<file path="src/rtl/mips_pkg.sv">
// Shared types and constants for the MIPS pipeline stages.
package mips_pkg;

  localparam int DATA_W = 32;
  localparam int REG_AW = 5;
  localparam logic [REG_AW-1:0] ZERO_REG = 5'd0;

  typedef enum logic {
    IDLE = 1'b0,
    MEM  = 1'b1
  } state_e;

  function automatic logic is_misaligned(input logic [DATA_W-1:0] addr);
    return (addr[1:0] != 2'b00);
  endfunction

endpackage

</file>
<file path="src/rtl/dmem_req_ctrl.sv">
// Data-memory request sequencer: owns the IDLE/MEM FSM, the registered
// request fields and the upstream stall.
module dmem_req_ctrl
  import mips_pkg::*;
(
  input  logic              clk,
  input  logic              rst_n,
  input  logic              issue_i,
  input  logic              is_load_i,
  input  logic [DATA_W-1:0] addr_i,
  input  logic [DATA_W-1:0] wdata_i,
  input  logic              dmem_ready_i,
  output logic              stall_o,
  output logic              done_o,
  output logic              dmem_req_o,
  output logic              dmem_we_o,
  output logic [DATA_W-1:0] dmem_addr_o,
  output logic [DATA_W-1:0] dmem_wdata_o
);

  state_e            state_q;
  logic              req_q;
  logic              we_q;
  logic [DATA_W-1:0] addr_q;
  logic [DATA_W-1:0] wdata_q;

  // Ready is only meaningful while a request is outstanding.
  assign done_o       = (state_q == MEM) & dmem_ready_i;
  assign stall_o      = (state_q == MEM) & ~dmem_ready_i;
  assign dmem_req_o   = req_q;
  assign dmem_we_o    = we_q;
  assign dmem_addr_o  = addr_q;
  assign dmem_wdata_o = wdata_q;

  // FSM and request registers; fields stay frozen until ready completes them.
  always_ff @(posedge clk or negedge rst_n) begin
    if (!rst_n) begin
      state_q <= IDLE;
      req_q   <= 1'b0;
      we_q    <= 1'b0;
      addr_q  <= 32'h0000_0000;
      wdata_q <= 32'h0000_0000;
    end else begin
      case (state_q)
        IDLE: begin
          if (issue_i) begin
            state_q <= MEM;
            req_q   <= 1'b1;
            we_q    <= ~is_load_i;
            addr_q  <= addr_i;
            wdata_q <= wdata_i;
          end else begin
            state_q <= IDLE;
            req_q   <= 1'b0;
          end
        end
        MEM: begin
          if (dmem_ready_i && issue_i) begin
            state_q <= MEM;
            req_q   <= 1'b1;
            we_q    <= ~is_load_i;
            addr_q  <= addr_i;
            wdata_q <= wdata_i;
          end else if (dmem_ready_i) begin
            state_q <= IDLE;
            req_q   <= 1'b0;
          end else begin
            state_q <= MEM;
            req_q   <= 1'b1;
          end
        end
        default: begin
          state_q <= IDLE;
          req_q   <= 1'b0;
        end
      endcase
    end
  end

endmodule

</file>
<file path="src/rtl/mem_wb_stage.sv">
// MEM/WB pipeline stage: trap screening, memory access via dmem_req_ctrl and
// the register-file write port.
module mem_wb_stage
  import mips_pkg::*;
(
  input  logic              clk,
  input  logic              rst_n,
  input  logic              ex_valid,
  input  logic [REG_AW-1:0] ex_write_addr,
  input  logic [DATA_W-1:0] ex_alu_result,
  input  logic              ex_alu_overflow,
  input  logic              ex_ovf_trap,
  input  logic [DATA_W-1:0] ex_store_data,
  input  logic              ex_RegWrite,
  input  logic              ex_MemRead,
  input  logic              ex_MemWrite,
  input  logic              ex_MemtoReg,
  output logic              stall,
  output logic              dmem_req,
  output logic              dmem_we,
  output logic [DATA_W-1:0] dmem_addr,
  output logic [DATA_W-1:0] dmem_wdata,
  input  logic              dmem_ready,
  input  logic [DATA_W-1:0] dmem_rdata,
  output logic              wb_en,
  output logic [REG_AW-1:0] wb_addr,
  output logic [DATA_W-1:0] wb_data,
  output logic              exc_ovf,
  output logic              exc_align
);

  logic mem_op_s, ovf_s, align_s, accept_s, issue_s, done_s, stall_s;
  logic alu_wr_s, ld_wr_s;
  logic [DATA_W-1:0] ld_data_s;

  // Pending load bookkeeping, captured at issue and consumed at completion.
  logic              pend_wr_q;
  logic [REG_AW-1:0] pend_addr_q;
  logic              pend_m2r_q;
  logic [DATA_W-1:0] pend_alu_q;

  // One-entry hold for a non-memory write colliding with a completing load.
  logic              hold_v_q, hold_v_d;
  logic [REG_AW-1:0] hold_addr_q, hold_addr_d;
  logic [DATA_W-1:0] hold_data_q, hold_data_d;

  logic              wb_en_q, wb_en_d;
  logic [REG_AW-1:0] wb_addr_q, wb_addr_d;
  logic [DATA_W-1:0] wb_data_q, wb_data_d;
  logic              exc_ovf_q, exc_align_q;

  // Overflow outranks alignment, so alignment only fires without an overflow trap.
  assign mem_op_s = ex_MemRead | ex_MemWrite;
  assign ovf_s    = ex_ovf_trap & ex_alu_overflow;
  assign align_s  = mem_op_s & is_misaligned(ex_alu_result) & ~ovf_s;
  assign accept_s = ex_valid & ~stall_s;
  assign issue_s  = accept_s & mem_op_s & ~ovf_s & ~align_s;
  assign alu_wr_s = accept_s & ~mem_op_s & ~ovf_s & ex_RegWrite
                    & (ex_write_addr != ZERO_REG);
  assign ld_wr_s   = done_s & pend_wr_q;
  assign ld_data_s = pend_m2r_q ? dmem_rdata : pend_alu_q;

  dmem_req_ctrl u_ctrl (
    .clk          (clk),
    .rst_n        (rst_n),
    .issue_i      (issue_s),
    .is_load_i    (ex_MemRead),
    .addr_i       ({ex_alu_result[DATA_W-1:2], 2'b00}),
    .wdata_i      (ex_store_data),
    .dmem_ready_i (dmem_ready),
    .stall_o      (stall_s),
    .done_o       (done_s),
    .dmem_req_o   (dmem_req),
    .dmem_we_o    (dmem_we),
    .dmem_addr_o  (dmem_addr),
    .dmem_wdata_o (dmem_wdata)
  );

  // Capture load write-back context when a memory op is issued.
  always_ff @(posedge clk or negedge rst_n) begin
    if (!rst_n) begin
      pend_wr_q   <= 1'b0;
      pend_addr_q <= 5'd0;
      pend_m2r_q  <= 1'b0;
      pend_alu_q  <= 32'h0000_0000;
    end else if (issue_s) begin
      pend_wr_q   <= ex_MemRead & ex_RegWrite & (ex_write_addr != ZERO_REG);
      pend_addr_q <= ex_write_addr;
      pend_m2r_q  <= ex_MemtoReg;
      pend_alu_q  <= ex_alu_result;
    end else begin
      pend_wr_q   <= pend_wr_q;
      pend_addr_q <= pend_addr_q;
      pend_m2r_q  <= pend_m2r_q;
      pend_alu_q  <= pend_alu_q;
    end
  end

  // Write-port arbitration: completing load, then held write, then fresh ALU write.
  always_comb begin
    wb_en_d     = 1'b0;
    wb_addr_d   = wb_addr_q;
    wb_data_d   = wb_data_q;
    hold_v_d    = 1'b0;
    hold_addr_d = hold_addr_q;
    hold_data_d = hold_data_q;
    if (ld_wr_s || hold_v_q) begin
      wb_en_d   = 1'b1;
      wb_addr_d = ld_wr_s ? pend_addr_q : hold_addr_q;
      wb_data_d = ld_wr_s ? ld_data_s : hold_data_q;
      if (alu_wr_s) begin
        hold_v_d    = 1'b1;
        hold_addr_d = ex_write_addr;
        hold_data_d = ex_alu_result;
      end else begin
        hold_v_d = 1'b0;
      end
    end else if (alu_wr_s) begin
      wb_en_d   = 1'b1;
      wb_addr_d = ex_write_addr;
      wb_data_d = ex_alu_result;
    end else begin
      wb_en_d = 1'b0;
    end
  end

  // Registered write-port, hold entry and exception pulses.
  always_ff @(posedge clk or negedge rst_n) begin
    if (!rst_n) begin
      wb_en_q     <= 1'b0;
      wb_addr_q   <= 5'd0;
      wb_data_q   <= 32'h0000_0000;
      hold_v_q    <= 1'b0;
      hold_addr_q <= 5'd0;
      hold_data_q <= 32'h0000_0000;
      exc_ovf_q   <= 1'b0;
      exc_align_q <= 1'b0;
    end else begin
      wb_en_q     <= wb_en_d;
      wb_addr_q   <= wb_addr_d;
      wb_data_q   <= wb_data_d;
      hold_v_q    <= hold_v_d;
      hold_addr_q <= hold_addr_d;
      hold_data_q <= hold_data_d;
      exc_ovf_q   <= accept_s & ovf_s;
      exc_align_q <= accept_s & align_s;
    end
  end

  assign stall     = stall_s;
  assign wb_en     = wb_en_q;
  assign wb_addr   = wb_addr_q;
  assign wb_data   = wb_data_q;
  assign exc_ovf   = exc_ovf_q;
  assign exc_align = exc_align_q;

endmodule

</file>
<file path="config.mk">
export PLATFORM = sky130hd
export DESIGN_NAME = mem_wb_stage
export DESIGN_NICKNAME = d
export VERILOG_FILES = /design/src/rtl/mips_pkg.sv /design/src/rtl/dmem_req_ctrl.sv /design/src/rtl/mem_wb_stage.sv
export SDC_FILE = /design/constraint.sdc
export NUM_CORES = 1
export LEC_CHECK = 0
export CORE_AREA = 2 2 120 210
export DETAILED_ROUTE_END_ITERATION = 7
export DIE_AREA = 0 0 122 212
export PLACE_DENSITY_LB_ADDON = 0.12
export SLEW_MARGIN = 0
export SYNTH_ARGS = -nofsm -noshare
export SYNTH_HDL_FRONTEND = slang
export SYNTH_HIERARCHICAL = 1
export SYNTH_SLANG_ARGS = --single-unit
</file>
<file path="constraint.sdc">
create_clock -name clk -period 6.2 [get_ports clk]
set_input_delay 1.55 -clock clk [delete_from_list [all_inputs] [get_ports clk]]
set_output_delay 1.55 -clock clk [all_outputs]
set_load 0.05 [all_outputs]
</file>
After elaboration in Yosys (flattened, before gate mapping)
Cells that the tools add are included.

operators by class
  reductions and logical operators = 7
  multiplexer cells = 23
  $lt $le $gt $ge = 0
  equal/unequal tests = 2
  shift-type cells = 0
  multipliers = 0
  div/mod/pow operators = 0
  add/sub/neg operators = 0
  bitwise logic cells = 26

operator list
  cell                number
  $mux 32             8
  $pmux 32 s2         2
  $and 1x1->1         18
  $mux 5              3
  $mux 1              8
  $not 1->1           7
  $reduce_bool 5->1   1
  $pmux 1 s2          2
  $reduce_and 2->1    2
  $reduce_bool 2->1   2
  $ne 2x1->1 const B  1
  $ne 2x2->1 const B  1
  $logic_and 1x1->1   1
  $logic_or 1x1->1    1
  $or 1x1->1          1

storage, ports and cells
  latch bits = 0
  word-level logic and storage cells = 74
  memories = 0
  bits in registers = 183
  output and inout port bits = 107
  bits in read-only memories = 0
  input bits = 111
  bits in writable memories = 0

Logic depth before layout (Yosys ltp)
Gate-level depths: netlist of the first run.

  word-level depth = 10
  gate-level depth with buffers = 10
  depth with buffers taken out = 8

Cells and area by module
Netlist of the first run, hierarchy kept.

modules (own cells, without submodules)
  module         seq. area each (um2)  cells each  instances  area each (um2)
  mem_wb_stage   2927.8                422         1          5609.1
  dmem_req_ctrl  1651.6                145         1          2733.9

Least setup slack after synthesis of the first run
Ideal clock, no wire load.

  kind = input port to output port
  start = input port dmem_ready
  end = output port stall
  buffers on the path = 0
  data arrival time = 2.044 ns
  cell stages on the path = 2
  slack = 2.606 ns
  required time = 4.650 ns
  cells stage by stage = nand2b_4 -> inv_1

between the ends
  cells in the longest elaborated chain, start to end = 2

RTL lines
  what             RTL line             text
  start, declared  mem_wb_stage.sv:23   input logic dmem_ready,
  $not 1->1        dmem_req_ctrl.sv:29  assign stall_o = (state_q == MEM) & ~dmem_ready_i;
  $and 1x1->1      dmem_req_ctrl.sv:29
  end, declared    mem_wb_stage.sv:18   output logic stall,

No other way between the ends.

Worst setup path after layout of the first run
Ends and elaborated chain as after synthesis.

==> out/metrics.cfg, run 1 <==
[detailed_routing]
wl_um = 21040
drc = 0
via_per_inst = 4.858
vias = 5349
drt-pass1-iter-count = 4
wl_per_cell_um = 19.11
first_iter_violations = 216
ant_nets = 0

[sta]
maxSlewViolCount = 0
layout_min_cycle_time_ps = 4590
fmax_mhz = 217.9
setup_viol = 0
slew-limit-headroom = 0.4732
tns_ps = 0
fin_ws_ps = 1610
fin_skew_ps = 8.324
worst_pin_slew_ps = 790.1
rsz0062_at_grt = false
post-route-period-util = 0.7403
hold_violations = 0

[hold_path]
hp-class = reg2reg

[worst_setup_path]
path_max_fanout = 3
arrival_ps = 3040
critPathCaptureType = primary output
critPathKind = in2out
r2r_slack_ps = 3580
startpoint_type = input pin
required_ps = 4650

[run_status]
status = finished clean

[synth]
synthesis.area_sq_um = 8343
yosysWarnings = 6
ys_ff_latch = 183
yosysSeqAreaShare = 0.5489
ys_types = 27
ys.flop_type = dfrtp_1
synth_edf_count = 0
async_flop_share = 1.000
syn_inst = 567
synth_area_per_cell_sq_um = 14.71

[clock_network]
clk_pin_slew_ps = 70
clock_sinks = 183
cts_setup_buffers = 0
clk_path_buf_depth = 2
cts_tree = built
h-tree-depth = 4
clk-insertion-delay-late_ps = 450
post_cts_resized = 0
postCtsHoldBufs = 0
cts-buffers-inserted = 17
root_buffer = clkbuf_16

[final_layout]
multiInputGateArea_sq_um = 3477
regArea_sq_um = 4582
area_growth_pct = 35.90
fill_cells = 2190
drive_above_1_share = 0.2826
n_antenna_cell = 0
final_common_cell = clkdlybuf4s50_1
fin_util = 0.4676
fin_nets = 887
design_area_sq_um = 11340
final_cell_mix = clkdlybuf4s50_1 (216), dfrtp_1 (181), mux2_4 (87), mux2_2 (87), a21oi_1 (38)

[power]
power_mw = 4.321
vdd_drop_max_mv = 0.2332
cellPowerDensity_nw_per_um2 = 381.1
p_leak_nw = 4.898

[floorplanning]
die_area_sq_um = 25860
chipHeight_um = 212
die_w_um = 122
start_util = 0.3441
ios = 218
rows = 76
core_sq_um = 24250

[global_routing]
grt_pass1_wl_um = 33400
grtUsageTotal = 0.1705
grt_max_degree = 93
grt_pass1_vias = 6075
grt_antenna_before_repair = 0
grt_overflow_total = 0

[job]
max_cap_viol_count = 0

[placed_design]
routabilityCongestion = 0.7278
dp_slack_ps = 1627
hpwl_um = 14050
placed_cell_area_sq_um = 10730
io_buffer_count = 217

==> sequential cells by signal (all words and copies together), names as in the netlist <==
register,cells
hold_data_q,32
wb_en,1
pend_alu_q,32
u_ctrl/dmem_wdata_o,32
exc_ovf,1
u_ctrl/dmem_req_o,1
u_ctrl/dmem_addr_o,32
wb_addr,5
pend_m2r_q,1
hold_addr_q,5
u_ctrl/dmem_we_o,1
exc_align,1
pend_wr_q,1
wb_data,32
pend_addr_q,5
hold_v_q,1
==> cell families after synthesis <==
group / Yosys count / share of synthesized area
mux: 211 / 0.3184
flops: 183 / 0.5489
compound gates: 75 / 0.05579
simple gates: 55 / 0.03974
buf+inv: 42 / 0.03674
other cells: 1 / 0.0004495
==> per-stage QoR <==
| stage | hold WS [ps] | instances |
|---|---|---|
| 6_report | 488.3 | 1101 |
| 5_1_grt | 512.0 | 1101 |
| 4_1_cts | 491.9 | 1101 |
| 3_5_place_dp | 473.9 | 1069 |
| 3_3_place_gp | 467.3 | 1069 |
| 2_1_floorplan | 444.8 | 568 |
==> layout make-up <==
cell class | count | share of cell area
multi-input combinational | 343 | 0.3067
tap | 312 | 0.03443
inverter | 4 | 0.001324
sequential | 183 | 0.4041
clock inverter | 9 | 0.01081
timing repair buffer | 227 | 0.1996
clock buffer | 23 | 0.04304
==> synthesized netlist by cell type, types with 2 or more instances <==
cell        n  area share
and2_1      3      0.0022
buf_6       6      0.0081
buf_2       5      0.0030
a21oi_1    38       0.023
clkbuf_1   18      0.0081
o21ai_0     2      0.0012
inv_1       4      0.0018
buf_1       3      0.0013
mux2i_1    37       0.044
a211oi_1   32       0.029
mux2_2     87        0.12
nand2_1     5      0.0022
dfrtp_1   183        0.55
buf_12      6       0.014
mux2_4     87        0.16
nor2_1      7      0.0031
nor2b_1    34       0.025
==> path summary, 6_finish.rpt <==
path / from / to / cells past startpoint
worst max-delay path: dmem_ready / stall / 4
worst min-delay path: pend_alu_q[1] / pend_alu_q[1] / 1
worst max register to register: u_ctrl/dmem_req_o / u_ctrl/dmem_addr_o[23] / 8
worst min register to register: pend_alu_q[1] / pend_alu_q[1] / 1
max in group asynchronous: rst_n / wb_data[3] / 2
min in group asynchronous: rst_n / u_ctrl/dmem_wdata_o[4] / 1
==> report_power, final <==
part	leakage, nW	internal [mW]	switching, mW
Combinational	2.32	0.660	0.941
Clock	0.303	0.673	0.461
Sequential	2.27	1.44	0.142
Total	4.90	2.78	1.54
==> critical path, stage by stage <==
cell and delay, ps:
clkdlybuf4s50_1 420, nand2b_4 170, inv_1 90, clkdlybuf4s50_1 810
==> layer usage <==
layer	wire length, um	GRT usage	vias up
li1	-	-	2449
met1	8411	0.1976	2733
met2	11170	0.3005	145
met3	1017	0.03729	22
met4	435	0.07134	0
met5	0	0	-
(Power assumes the default switching activity.)
==> run 2: changes to the inputs <==
clock period = 4.6 ns   (was 6.2 ns; I/O delays follow)
==> run 2 against run 1 <==
Net effect:
- routed wire length decreased by 0.84%
- worst setup slack worse by 800 ps
- clock skew fell by 1.2 ps
- clock power grew 37%
- first-iteration DRC count shrank 41%
- utilization up 0.13 points
- combinational power is 35% higher
- final cell count about the same
- die area stayed put
- sequential share of layout area shrank 0.11 points
- critical path type unchanged
- highest routed layer unchanged
==> out/metrics.cfg, run 2 (same netlist as run 1, synthesis figures left out) <==
[power]
p_clk_frac = 0.265  ; was 0.263
p_seq_frac = 0.365  ; was 0.367
p_switching_mw = 2.079  ; was 1.544 mW
netSwitchingFraction = 0.3554  ; was 0.3573
combinationalPowerShare = 0.369  ; was 0.371
p_int_mw = 3.772  ; was 2.777 mW
vdd_drop_max_mv = 0.2395  ; was 0.2332 mV
p_leak_nw = 4.908  ; was 4.898 nW
cellPowerDensity_nw_per_um2 = 514.6  ; was 381.1 nW/um^2

[worst_setup_path]
r2r_cells = 7  ; was 8
timing.rr.start = u_ctrl/dmem_req_o  ; unchanged
setup.worst_path.end = stall  ; unchanged
critPathCaptureType = primary output  ; unchanged
path_max_fanout = 3  ; unchanged
arrival_ps = 2640  ; was 3040 ps
cp-startpoint = dmem_ready  ; unchanged
r2r_end = hold_addr_q[4]  ; was u_ctrl/dmem_addr_o[23]
crit_top_cell = clkdlybuf4s50_1  ; unchanged
crit_chain = clkdlybuf4s50_1 > nand2b_4 > inv_1 > clkdlybuf4s50_1  ; unchanged
required_ps = 3450  ; was 4650 ps
startpoint_type = input pin  ; unchanged
slowest_delay_ps = 810  ; about the same
critPathKind = in2out  ; unchanged
cp_num_cells = 4  ; unchanged
cp_slowest_cell = clkdlybuf4s50_1  ; unchanged
crit_buf_inv = 3  ; unchanged
r2r_slack_ps = 2230  ; was 3580 ps
crit_family = buffers and inverters  ; unchanged

[clock_network]
clk_pin_slew_ps = 60  ; was 70 ps
clock_sinks = 183  ; unchanged
clk_path_buf_depth = 2  ; unchanged
h-tree-depth = 4  ; unchanged
cts_tree = built  ; unchanged
post_cts_resized = 0  ; unchanged
cts_setup_buffers = 0  ; unchanged
root_buffer = clkbuf_16  ; unchanged
clk-insertion-delay-late_ps = 440  ; was 450 ps
cts-buffers-inserted = 17  ; unchanged
postCtsHoldBufs = 0  ; unchanged

[sta]
setup_viol = 0  ; unchanged
layout_min_cycle_time_ps = 3789
slew-limit-headroom = 0.4051  ; was 0.4732
worst_pin_slew_ps = 889.2  ; was 790.1 ps
hold_violations = 0  ; unchanged
fin_skew_ps = 7.128  ; was 8.324 ps
fmax_mhz = 263.9
post-route-period-util = 0.8236
tns_ps = 0  ; unchanged
rsz0062_at_grt = false  ; unchanged
maxSlewViolCount = 0  ; unchanged

[floorplanning]
rows = 76  ; unchanged
die_w_um = 122  ; unchanged
chipHeight_um = 212  ; unchanged
die_area_sq_um = 25860  ; unchanged
ios = 218  ; unchanged
core_sq_um = 24250  ; unchanged
start_util = 0.3441  ; unchanged

[global_routing]
grt_max_degree = 101  ; was 93
grt_pass1_wl_um = 32750  ; was 33,400 um
grt_pass1_vias = 5972  ; was 6,075
grt_overflow_total = 0  ; unchanged
grt_antenna_before_repair = 0  ; unchanged
grtUsageTotal = 0.1682  ; was 0.1705

[detailed_routing]
wl_per_cell_um = 18.93  ; was 19.11 um
via_per_inst = 4.846  ; was 4.858
wl_um = 20860  ; was 21,040 um
drc = 0  ; unchanged
ant_nets = 0  ; unchanged
drt-pass1-iter-count = 4  ; unchanged
vias = 5340  ; was 5,349
first_iter_violations = 128  ; was 216

[final_layout]
fin_nets = 889  ; was 887
regArea_sq_um = 4582  ; unchanged
final_cell_mix = clkdlybuf4s50_1 (216), dfrtp_1 (181), mux2_4 (87), mux2_2 (87), a21oi_1 (38)  ; unchanged
drive_above_1_share = 0.2810  ; was 0.2826
fill_cells = 2189  ; was 2,190
finalNonFillerCells = 1102  ; was 1,101
multiInputGateArea_sq_um = 3477  ; unchanged
area_growth_pct = 36.28  ; was 35.90%
final_common_cell = clkdlybuf4s50_1  ; unchanged
n_antenna_cell = 0  ; unchanged
fin_util = 0.4689  ; was 0.4676

[run_status]
status = finished clean  ; unchanged

[placed_design]
io_buffer_count = 217  ; unchanged
hpwl_um = 14010  ; was 14,050 um
placed_cells = 1071  ; was 1,069
routabilityCongestion = 0.7170  ; was 0.7278

[hold_path]
hp-class = reg2reg  ; unchanged

[job]
max_cap_viol_count = 0  ; unchanged

-- run 2: cell type report --
| type | instances | area share |
|---|---|---|
| inverters | 4 | 0.001321 |
| well taps | 312 | 0.03433 |
| multi-input cells | 343 | 0.3058 |
| clock buffers | 23 | 0.04116 |
| clock inverters | 8 | 0.01288 |
| flip-flops and latches | 183 | 0.4030 |
| repair buffers | 229 | 0.2015 |
-- run 2: worst min path at each step --
stage,slack (ps),cells after the start,from,to
floorplan,440,1,pend_alu_q[0],pend_alu_q[0]
global placement,470,1,pend_alu_q[0],pend_alu_q[0]
detailed placement,470,1,pend_alu_q[0],pend_alu_q[0]
CTS,490,1,pend_alu_q[0],pend_alu_q[0]
global route,500,1,pend_alu_q[12],pend_alu_q[12]
finish,490,1,pend_alu_q[0],pend_alu_q[0]
-- run 2: per-layer routing --
metal | GRT usage | wire length, um | up-vias
li1 | - | - | 2446
met1 | 0.1902 | 8224 | 2715
met2 | 0.2988 | 11090 | 156
met3 | 0.04131 | 1115 | 23
met4 | 0.06976 | 429 | 0
met5 | 0 | 0 | -
-- run 2: power by group through the flow --
stage	sequential, mW	clock (mW)	combinational, mW
4_1_cts	2.14	1.61	2.19
5_1_grt	2.18	1.66	2.26
6_report	2.14	1.55	2.16
2_1_floorplan	3.02	0	0.529
3_3_place_gp	2.16	0	2.16
3_5_place_dp	2.17	0	2.18
-- run 2: metrics by stage --
stage	cell area (sq um)	hold slack, ps	worst slack, ps	power [mW]
6_report	11370	488.5	811.4	5.851
5_1_grt	11370	504.6	737.5	6.104
4_1_cts	11370	493.0	809.2	5.941
3_5_place_dp	10760	474.4	817.8	4.347
3_3_place_gp	10760	465.6	825.3	4.315
2_1_floorplan	8347	444.8	1423	3.549
